### config.mk
export PLATFORM = sky130hd
export DESIGN_NAME = proc_run_ctrl
export DESIGN_NICKNAME = d
export VERILOG_FILES = /design/src/rtl/proc_run_ctrl.sv
export SDC_FILE = /design/constraint.sdc
export NUM_CORES = 1
export LEC_CHECK = 0
export ABC_AREA = 1
export CAP_MARGIN = 20
export CORE_ASPECT_RATIO = 0.75
export CORE_MARGIN = 1
export CORE_UTILIZATION = 40
export CTS_CLUSTER_DIAMETER = 100
export DETAILED_ROUTE_END_ITERATION = 10
export SYNTH_ARGS = -nofsm -noshare
export SYNTH_HDL_FRONTEND = slang
export SYNTH_SLANG_ARGS = --single-unit
export TNS_END_PERCENT = 10
### constraint.sdc
create_clock -name clk -period 2.75 [get_ports clk]
set_input_delay 0.4125 -clock clk [delete_from_list [all_inputs] [get_ports clk]]
set_output_delay 0.4125 -clock clk [all_outputs]
set_load 0.01 [all_outputs]
### src/rtl/proc_run_ctrl.sv
// Run controller between top-level clock/reset and the processor core: stretched core reset,
// registered clock-enable, bounded/free/step runs and a saturating cycle counter.
// Optional synchronous soft reset of the core via macro PROC_RUN_SOFT_RESET_EN.
module proc_run_ctrl #(
   parameter int CYCLE_W         = 32,
   parameter int RST_HOLD_CYCLES = 2
) (
   input  logic               clk,
   input  logic               reset,
   input  logic               start,
   input  logic [CYCLE_W-1:0] run_len,
   input  logic               step,
   input  logic               stop,
   input  logic               clr_count,
`ifdef PROC_RUN_SOFT_RESET_EN
   input  logic               soft_reset_req,
`endif
   output logic               core_reset,
   output logic               core_ce,
   output logic [CYCLE_W-1:0] cycle_count,
   output logic               running,
   output logic               done
);

   typedef enum logic [2:0] {
      S_HOLD = 3'd0,
      S_IDLE = 3'd1,
      S_RUN  = 3'd2,
      S_STEP = 3'd3,
      S_DONE = 3'd4
   } state_t;

   localparam logic [7:0]         HOLD_LAST = 8'(RST_HOLD_CYCLES - 1);
   localparam logic [CYCLE_W-1:0] CNT_ONE   = CYCLE_W'(1);
   localparam logic [CYCLE_W-1:0] CNT_ZERO  = CYCLE_W'(0);
   localparam logic [CYCLE_W-1:0] CNT_MAX   = {CYCLE_W{1'b1}};

   state_t             state_r;
   logic [7:0]         hold_cnt_r;
   logic [CYCLE_W-1:0] remaining_r;
   logic               soft_rst_s;

   function automatic logic [CYCLE_W-1:0] sat_inc(input logic [CYCLE_W-1:0] v);
      if (v == CNT_MAX) begin
         return v;
      end else begin
         return v + CNT_ONE;
      end
   endfunction

`ifdef PROC_RUN_SOFT_RESET_EN
   assign soft_rst_s = soft_reset_req;
`else
   assign soft_rst_s = 1'b0;
`endif

   // Run-control state machine with all outputs registered.
   always_ff @(posedge clk or posedge reset) begin
      if (reset) begin
         state_r     <= S_HOLD;
         hold_cnt_r  <= 8'd0;
         remaining_r <= CNT_ZERO;
         core_reset  <= 1'b1;
         core_ce     <= 1'b0;
         cycle_count <= CNT_ZERO;
         running     <= 1'b0;
         done        <= 1'b0;
      end else if (soft_rst_s && (state_r != S_HOLD)) begin
         // Counter deliberately kept so software can read how far the core got.
         state_r    <= S_HOLD;
         hold_cnt_r <= 8'd0;
         core_reset <= 1'b1;
         core_ce    <= 1'b0;
         running    <= 1'b0;
         done       <= 1'b0;
      end else begin
         case (state_r)
            S_HOLD: begin
               hold_cnt_r <= hold_cnt_r + 8'd1;
               if (hold_cnt_r == HOLD_LAST) begin
                  state_r    <= S_IDLE;
                  core_reset <= 1'b0;
               end else begin
                  core_reset <= 1'b1;
               end
            end
            S_IDLE, S_DONE: begin
               if (start) begin
                  remaining_r <= run_len;
                  state_r     <= S_RUN;
                  core_ce     <= 1'b1;
                  running     <= 1'b1;
                  done        <= 1'b0;
               end else if (step) begin
                  state_r <= S_STEP;
                  core_ce <= 1'b1;
                  running <= 1'b1;
                  done    <= 1'b0;
               end else if (clr_count) begin
                  cycle_count <= CNT_ZERO;
               end else begin
                  state_r <= state_r;
               end
            end
            S_RUN: begin
               cycle_count <= sat_inc(cycle_count);
               if (remaining_r != CNT_ZERO) begin
                  remaining_r <= remaining_r - CNT_ONE;
               end else begin
                  remaining_r <= CNT_ZERO;
               end
               // Stop wins over completion of the final bounded cycle.
               if (stop) begin
                  state_r <= S_IDLE;
                  core_ce <= 1'b0;
                  running <= 1'b0;
                  done    <= 1'b0;
               end else if (remaining_r == CNT_ONE) begin
                  state_r <= S_DONE;
                  core_ce <= 1'b0;
                  running <= 1'b0;
                  done    <= 1'b1;
               end else begin
                  state_r <= S_RUN;
               end
            end
            S_STEP: begin
               cycle_count <= sat_inc(cycle_count);
               state_r     <= S_IDLE;
               core_ce     <= 1'b0;
               running     <= 1'b0;
            end
            default: begin
               state_r     <= S_HOLD;
               hold_cnt_r  <= 8'd0;
               remaining_r <= CNT_ZERO;
               core_reset  <= 1'b1;
               core_ce     <= 1'b0;
               running     <= 1'b0;
               done        <= 1'b0;
            end
         endcase
      end
   end

endmodule
Word-level counts from Yosys, hierarchy flattened
Index checks and enable logic that the tools add are counted.
{ "classes": {"n_addsub": 3, "n_eq_ne": 15, "n_mux": 27, "bitwise": 2, "reduce_logical": 12} }
{ "ops": {"columns": ["cell", "n"], "rows": [
  ["32-bit 2-to-1 mux", 6],
  ["32-bit case mux with 3 select lines", 1],
  ["32-bit case mux with 2 select lines", 1],
  ["32-bit by 1-bit adder with 32-bit output (second input constant)", 1],
  ["32-bit by 1-bit equality test with 1-bit output (second input constant)", 1],
  ["32-bit equality test (second input constant)", 1],
  ["32-bit nonzero test", 1],
  ["32-bit by 1-bit subtractor with 32-bit output (second input constant)", 1],
  ["8-bit case mux with 2 select lines", 1],
  ["3-bit 2-to-1 mux", 5],
  ["2-bit inequality test (second input constant)", 6],
  ["3-bit case mux with 4 select lines", 1],
  ["1-bit 2-to-1 mux", 9],
  ["8-bit by 1-bit adder with 8-bit output (second input constant)", 1],
  ["8-bit by 1-bit equality test with 1-bit output (second input constant)", 1],
  ["3-bit by 2-bit equality test with 1-bit output (second input constant)", 2],
  ["3-bit inequality test (second input constant)", 2],
  ["1-bit case mux with 3 select lines", 2],
  ["3-bit AND reduction", 2],
  ["2-bit OR reduction", 3],
  ["5-bit AND reduction", 1],
  ["2-bit AND reduction", 2],
  ["4-bit OR reduction", 1],
  ["3-bit by 1-bit equality test with 1-bit output (second input constant)", 1],
  ["5 further kinds", 6]
]} }
{ "totals": {"register_bits": 78, "input_bits": 38, "output_inout_bits": 36, "word_cells": 66} }

Depth between registers and ports, before layout
Gate-level depths: netlist of the first run.
{ "depth": {"depth_word": 4, "mapped_depth": 11, "depth_no_buf": 10} }

Worst setup path before layout of the first run
Ideal clock, no wire load.
{ "synth_path": {"kind": "register to register", "from": "register cycle_count[0]", "to": "register cycle_count[0]", "setup_ns": 0.121, "arrival_ns": 1.634, "slack_ns": 0.996, "stages_incl_launch_ff": 10, "n_path_buf": 1, "synth_period_minus_slack_ns": 1.754, "path_cell_list": "dfrtp_1 -> ha_1 -> nand2_2 -> nor2_4 -> nand2_2 -> nor3_2 -> nand2_1 -> nand2_4 -> buf_4 -> o21ai_1"} }
{ "synth_between": {"elab_chain_len": 3, "word_cells_on_any_way": 6} }
{ "synth_lines": {"columns": ["item", "line", "source"], "rows": [
  ["start, declared", "20", "output logic [CYCLE_W-1:0] cycle_count,"],
  ["start signal, assigned", "106", "cycle_count <= sat_inc(cycle_count);"],
  ["start signal, assigned", "128", "cycle_count <= sat_inc(cycle_count);"],
  ["32-bit by 1-bit adder with 32-bit output / 32-bit equality test (equally long branches)", "47, 44", null],
  ["32-bit 2-to-1 mux / 2-bit inequality test (equally long branches)", null, null],
  ["32-bit case mux with 2 select lines / 5-bit AND reduction (equally long branches)", null, null]
]} }
Several ways; a longest one is shown, not always the timed one. The select of a mux whose other input is x is not followed.
A chain may end at the register's enable or synchronous reset.

Worst setup path in the final report of the first run
{ "layout_path": {"from": "register cycle_count[0]", "to": "register cycle_count[25]"} }
Same word-level chain as after synthesis.

==> results of run 1 <==
==> logic make-up after synthesis <==
| kind of cell | synth area share |
|---|---|
| AO/OA/AOI/OAI | 0.131 |
| XOR/XNOR | 0.0415 |
| adder cells (fa/ha/maj) | 0.0119 |
| buffers and inverters | 0.0729 |
| flip-flops | 0.371 |
| AND/OR/NAND/NOR | 0.372 |
==> cells in the mapped netlist (6+ instances only) <==
library cell  instances
dfrtp_1              77
xor2_1               17
inv_1                67
buf_2                10
xnor2_1               8
nand4_1              11
nor2_2                6
nand2_1             212
nor2_1              154
nand3_1              58
nor2_4                6
o21ai_0              22
o21ai_1              22
a21oi_1              69
o21bai_1             10
==> power by group through the flow <==
| stage | clock (W) | sequential (W) | combinational, W |
|---|---|---|---|
| finish | 0.00144 | 0.00219 | 0.00296 |
| global route | 0.00150 | 0.00226 | 0.00338 |
| CTS | 0.00146 | 0.00217 | 0.00297 |
| detailed placement | 0 | 0.00218 | 0.00295 |
| global placement | 0 | 0.00217 | 0.00289 |
| floorplan | 0 | 0.00207 | 0.00214 |
==> stage by stage <==
step           worst slack [ns]  total power (W)
3_3_place_gp              0.749          0.00507
5_1_grt                   0.452          0.00714
2_1_floorplan             0.344          0.00421
4_1_cts                   0.679          0.00660
3_5_place_dp              0.669          0.00514
6_report                  0.677          0.00659
==> layer usage <==
layer	up-vias	track usage	wire length [um]
met5	-	0	0
met4	0	0.0596	172
met3	19	0.0485	995
met2	167	0.320	5830
met1	2505	0.362	7950
li1	2696	-	-
==> critical path, delay by kind of cell, from the launching register on <==
kind / cells / cell delay, ns
flops: 1 / 0.44
compound gates: 1 / 0.09
fa+ha+maj: 1 / 0.31
simple gates: 7 / 1.15
==> cells in the final DEF, fill, tap and decap left out, drive strengths merged <==
cell,instances
nor2,166
nand4,11
a31oi,1
inv,72
nor3,6
clkbuf,11
nand2,218
dfrtp,77
o22ai,3
xnor2,8
clkdlybuf4s50,73
o21bai,10
xor2,17
and2,2
o21ai,45
bufinv,3
a22o,1
or2,4
nand3,58
clkinv,1
o32ai,1
a21oi,69
nand3b,1
ha,5
dfstp,1
buf,6
==> final cells by class <==
class | instances | share of cell area
sequential | 78 | 0.300
clock inverter | 5 | 0.0160
tap | 166 | 0.0319
multi-input combinational | 626 | 0.451
timing repair buffer | 79 | 0.121
inverter | 71 | 0.0410
clock buffer | 11 | 0.0388
==> worst max path at each step <==
| stage | slack (ns) | end |
|---|---|---|
| 6_report | 0.68 | cycle_count[25] |
| 5_1_grt | 0.45 | cycle_count[5] |
| 4_1_cts | 0.68 | cycle_count[5] |
| 3_5_place_dp | 0.67 | cycle_count[3] |
| 3_3_place_gp | 0.75 | cycle_count[2] |
| 2_1_floorplan | 0.34 | cycle_count[0] |
==> registers in the layout (all words and copies together), names as in the netlist <==
register and count:
cycle_count 32, hold_cnt_r 8, state_r 3, done 1, running 1, core_reset 1
remaining_r 32
==> flow_metrics.env, run 1 <==
export IMPL_yosysTopAreaCellShare=0.366
export IMPL_switching_power_w=0.00293
export IMPL_drive_gt1_frac=0.0598
export IMPL_ff_latch_area_sq_mm=0.00195
export IMPL_startpoint_type="flip-flop"
export IMPL_wl_um=14900
export IMPL_grt_max_degree=79
export IMPL_endpoint_kind="flip-flop"
export IMPL_slew_headroom=0.577
export IMPL_maxCapViolations=0
export IMPL_grt_ovfl_total=0
export IMPL_dp_cells=1020
export IMPL_rsz0062_at_grt="no"
export IMPL_report_final_slew_viol_count=0
export IMPL_clock_latency_ns=0.34
export IMPL_tightest_slew_ns=0.634
export IMPL_r2r_start="cycle_count[0]"
export IMPL_p_comb_frac=0.450
export IMPL_clockRootBuffer="clkbuf_16"
export IMPL_r2r_end="cycle_count[25]"
export IMPL_status="finished, final reports clean"
export IMPL_ir_drop_v=0.000455
export IMPL_hp_class="in -> async"
export IMPL_yosysSeqAreaShare=0.371
export IMPL_track_usage=0.233
export IMPL_timing_fmax_mhz=482
export IMPL_fin_util=0.518
export IMPL_ctsResizeCount=0
export IMPL_clk_pin_slew_ns=0.06
export IMPL_synth_cell_type_count=33
export IMPL_dieArea_sq_mm=0.0136
export IMPL_cp_slowest_cell="dfrtp_1"
export IMPL_dpl_hpwl_um=11000
export IMPL_p_int_w=0.00366
export IMPL_reg2reg_slack_ns=0.68
export IMPL_die_width_um=135
export IMPL_multiInputGateArea_sq_mm=0.00293
export IMPL_synth_area_per_cell_sq_um=6.63
export IMPL_required_ns=3.01
export IMPL_cts_sinks=78
export IMPL_clockBufferDepth=2
export IMPL_pwr_share_clk=0.218
export IMPL_pwr_density_cell_mw_per_mm2=1010
export IMPL_cts_buffers=9
export IMPL_period_share=0.754
export IMPL_setup_tns_ns=0
export IMPL_vias=5387
export IMPL_arrival_ns=2.33
export IMPL_drtAntennaViolNets=0
export IMPL_startpoint="cycle_count[0]"
export IMPL_grt_pass1_wl_um=24800
export IMPL_synth_nets=838
export IMPL_reg2reg_depth=9
export IMPL_initial_core_util=0.419
export IMPL_antenna_found_initial=0
export IMPL_yosys_warnings=0
export IMPL_yosysTopAreaCell="dfrtp_1"
export IMPL_first_pass_iters=5
export IMPL_cts_tree="done"
export IMPL_drc_errors=0
export IMPL_core_sq_mm=0.0126
export IMPL_worstPathMaxFanout=42
export IMPL_grt_pass1_vias=4865
export IMPL_fin_area_sq_mm=0.00651
export IMPL_dpl_instance_area_sq_mm=0.00615
export IMPL_synth_ff_type="dfrtp_1"
export IMPL_nets=908
export IMPL_drt_iter0_markers=392
export IMPL_hold_viol=0
export IMPL_cts_setup_buffers=0
export IMPL_finalClockSkew_ns=0.00498
export IMPL_ys_ff_latch=78
export IMPL_criticalPathCategory="reg -> reg"
export IMPL_avgRoutedWirePerCell_um=14.4
export IMPL_dieHeight_um=101
export IMPL_min_period_ns=2.07
export IMPL_synth_area_leaders="dfrtp_1 37%, nand2_1 15%, nor2_1 11%"
export IMPL_synth_area_sq_mm=0.00527
export IMPL_io_buffer_count=73
export IMPL_place_gp_congestion=0.930
export IMPL_fillers=1219
export IMPL_max_stage_delay_ns=0.44
export IMPL_postSynthCellCount=795
export IMPL_area_growth_pct=23.4
export IMPL_fin_cells=1036
export IMPL_hold_slack_ns=0.490
export IMPL_seqPwrFrac=0.332
export IMPL_synth_edf_count=0
export IMPL_h_tree_depth=3
export IMPL_vias_per_cell=5.20
export IMPL_swShare=0.445
export IMPL_async_flop_share=1.00
export IMPL_rows=35
export IMPL_antenna_cells=0
export IMPL_setup_viol=0
export IMPL_cts_hold_buf=0
export IMPL_leakage_nw=2.61
export IMPL_path_cells="ha_1 > nand2_2 > nor2_4 > nand2_2 > nor3_2 > nand2_1 > nand2_4 > nand2_1 > o21ai_1"
export IMPL_ios=74
Power figures use the tool's default switching activity.
==> run 2: changes to the inputs <==
==> constraint.sdc (replaced) <==
create_clock -name clk -period 2.1 [get_ports clk]
set_input_delay 0.315 -clock clk [delete_from_list [all_inputs] [get_ports clk]]
set_output_delay 0.315 -clock clk [all_outputs]
set_load 0.01 [all_outputs]
==> run 2 against run 1 <==
Net effect:
- first-iteration DRC count is 9.4% higher
- core utilization up 1.1 points
- via count about the same
- sequential power rose by 27%
- combinational power increased by 44%
- fmax grew 8.1%
- critical endpoint is now cycle_count[30]
- clock-buffer cell count grew 2
- setup slack worse by 0.49 ns
- highest routed layer unchanged
==> flow_metrics.env, run 2 (synthesis gave the netlist of run 1 again) <==
export IMPL_core_sq_mm=0.0126
export IMPL_period_share=0.913
export IMPL_status="finished, final reports clean"
export IMPL_r2r_start="cycle_count[4]"
export IMPL_vias=5382
export IMPL_drive_gt1_frac=0.0744
export IMPL_timing_fmax_mhz=521
export IMPL_leakage_nw=2.69
export IMPL_vias_per_cell=5.11
export IMPL_startpoint_type="flip-flop"
export IMPL_grt_ovfl_total=0
export IMPL_die_width_um=135
export IMPL_arrival_ns=2.15
export IMPL_rows=35
export IMPL_place_gp_congestion=0.953
export IMPL_min_period_ns=1.92
export IMPL_drt_iter0_markers=429
export IMPL_clockRootBuffer="clkbuf_16"
export IMPL_ios=74
export IMPL_fin_area_sq_mm=0.00665
export IMPL_maxCapViolations=0
export IMPL_avgRoutedWirePerCell_um=14.7
export IMPL_worstPathMaxFanout=5
export IMPL_top_regs="cycle_count (32), remaining_r (32), hold_cnt_r (8)"
export IMPL_initial_core_util=0.419
export IMPL_dieArea_sq_mm=0.0136
export IMPL_finalClockSkew_ns=0.00705
export IMPL_required_ns=2.33
export IMPL_setup_viol=0
export IMPL_pwr_density_cell_mw_per_mm2=1320
export IMPL_startpoint="cycle_count[4]"
export IMPL_dpl_hpwl_um=11600
export IMPL_first_pass_iters=5
export IMPL_fillers=1213
export IMPL_slew_headroom=0.587
export IMPL_layout_cells_most_common="nand2_1"
export IMPL_endpoint_kind="flip-flop"
export IMPL_area_growth_pct=26.1
export IMPL_report_final_slew_viol_count=0
export IMPL_nets=925
export IMPL_grt_max_degree=79
export IMPL_clock_latency_ns=0.34
export IMPL_setup_tns_ns=0
export IMPL_grt_pass1_wl_um=25800
export IMPL_grt_pass1_vias=5009
export IMPL_ctsResizeCount=0
export IMPL_clk_pin_slew_ns=0.06
export IMPL_dieHeight_um=101
export IMPL_layout_common_cells="212 x nand2_1, 154 x nor2_1, 77 x dfrtp_1"
export IMPL_clockBufferDepth=2
export IMPL_tightest_slew_ns=0.618
export IMPL_antenna_cells=0
export IMPL_dpl_instance_area_sq_mm=0.00633
export IMPL_h_tree_depth=3
export IMPL_wl_um=15500
export IMPL_drc_errors=0
export IMPL_cts_sinks=78
export IMPL_track_usage=0.243
export IMPL_drtAntennaViolNets=0
export IMPL_hold_viol=0
export IMPL_cts_buffers=9
export IMPL_antenna_found_initial=0
export IMPL_ir_drop_v=0.00121
export IMPL_io_buffer_count=73
export IMPL_cts_tree="done"
export IMPL_rsz0062_at_grt="no"
export IMPL_criticalPathCategory="reg -> reg"
export IMPL_hp_class="in -> async"
-- run 2: cell count changes in the layout (fill, tap and decap cells not counted) --
cell | previous run | this run
buf_4 | 5 | 18
buf_12 | 1 | 5
clkbuf_1 | 0 | 3
clkinvlp_4 | 0 | 2
bufinv_16 | 3 | 2
clkbuf_8 | 2 | 1
clkinv_2 | 1 | 0
inv_2 | 5 | 4
inv_6 | 1 | 0
-- run 2: area by class of cell --
type	count	area, sq um	share of cell area
Multi-Input combinational cell	626	2930	0.441
Sequential cell	78	1950	0.294
Timing Repair Buffer	96	966	0.145
Inverter	71	270	0.0406
Clock buffer	13	250	0.0376
Tap cell	166	208	0.0312
Clock inverter	3	67.6	0.0102
-- run 2: power breakdown --
group / switching [W] / total, W / internal, W
sequential: 0.000700 / 0.00278 / 0.00208
clock: 0.000638 / 0.00171 / 0.00108
combinational: 0.00254 / 0.00427 / 0.00173
-- run 2: final timing paths --
kind / cells after the start / to / slack (ns)
setup / recovery: 8 / cycle_count[30] / 0.18
hold / removal: 3 / remaining_r[15] / 0.42
setup reg to reg: 8 / cycle_count[30] / 0.18
hold reg to reg: 2 / done / 0.50
max in group asynchronous: 3 / remaining_r[23] / 1.30
min in group clk: 2 / done / 0.50
-- run 2: metrics by stage --
| stage | hold slack [ns] | utilization | cells | worst slack [ns] | power (W) |
|---|---|---|---|---|---|
| after floorplan | 0.497 | - | 795 | 0.346 | 0.00552 |
| after global placement | 0.476 | 0.504 | 1037 | 0.210 | 0.00692 |
| after detailed placement | 0.491 | 0.504 | 1037 | 0.228 | 0.00705 |
| after CTS | 0.467 | 0.529 | 1053 | 0.219 | 0.00881 |
| after global routing | 0.496 | 0.529 | 1053 | 0.0186 | 0.00952 |
| final | 0.421 | 0.529 | 1053 | 0.182 | 0.00876 |
-- run 2: what timing repair did --
action / in CTS / in global routing
setup buffers: 0 / 0
endpoints found under the hold margin: 0 / 0
endpoints found under the setup margin: 0 / 1
hold buffers: 0 / 0
-- run 2: routing by layer --
metal,global-route usage,up-vias,wire (um)
met4,0.0545,0,130
met5,0,-,0
met2,0.332,181,6120
met3,0.0566,14,1320
li1,-,2723,-
met1,0.380,2464,7970
-- run 2: critical path, stage by stage, from the launching register on --
cell     delay (ns)
dfrtp_1        0.45
nand2_1        0.12
nor3_1         0.41
nand2_1        0.23
nor2_1         0.23
nand2_1        0.11
xor2_1         0.15
nand2_1        0.05
nand2_1        0.05
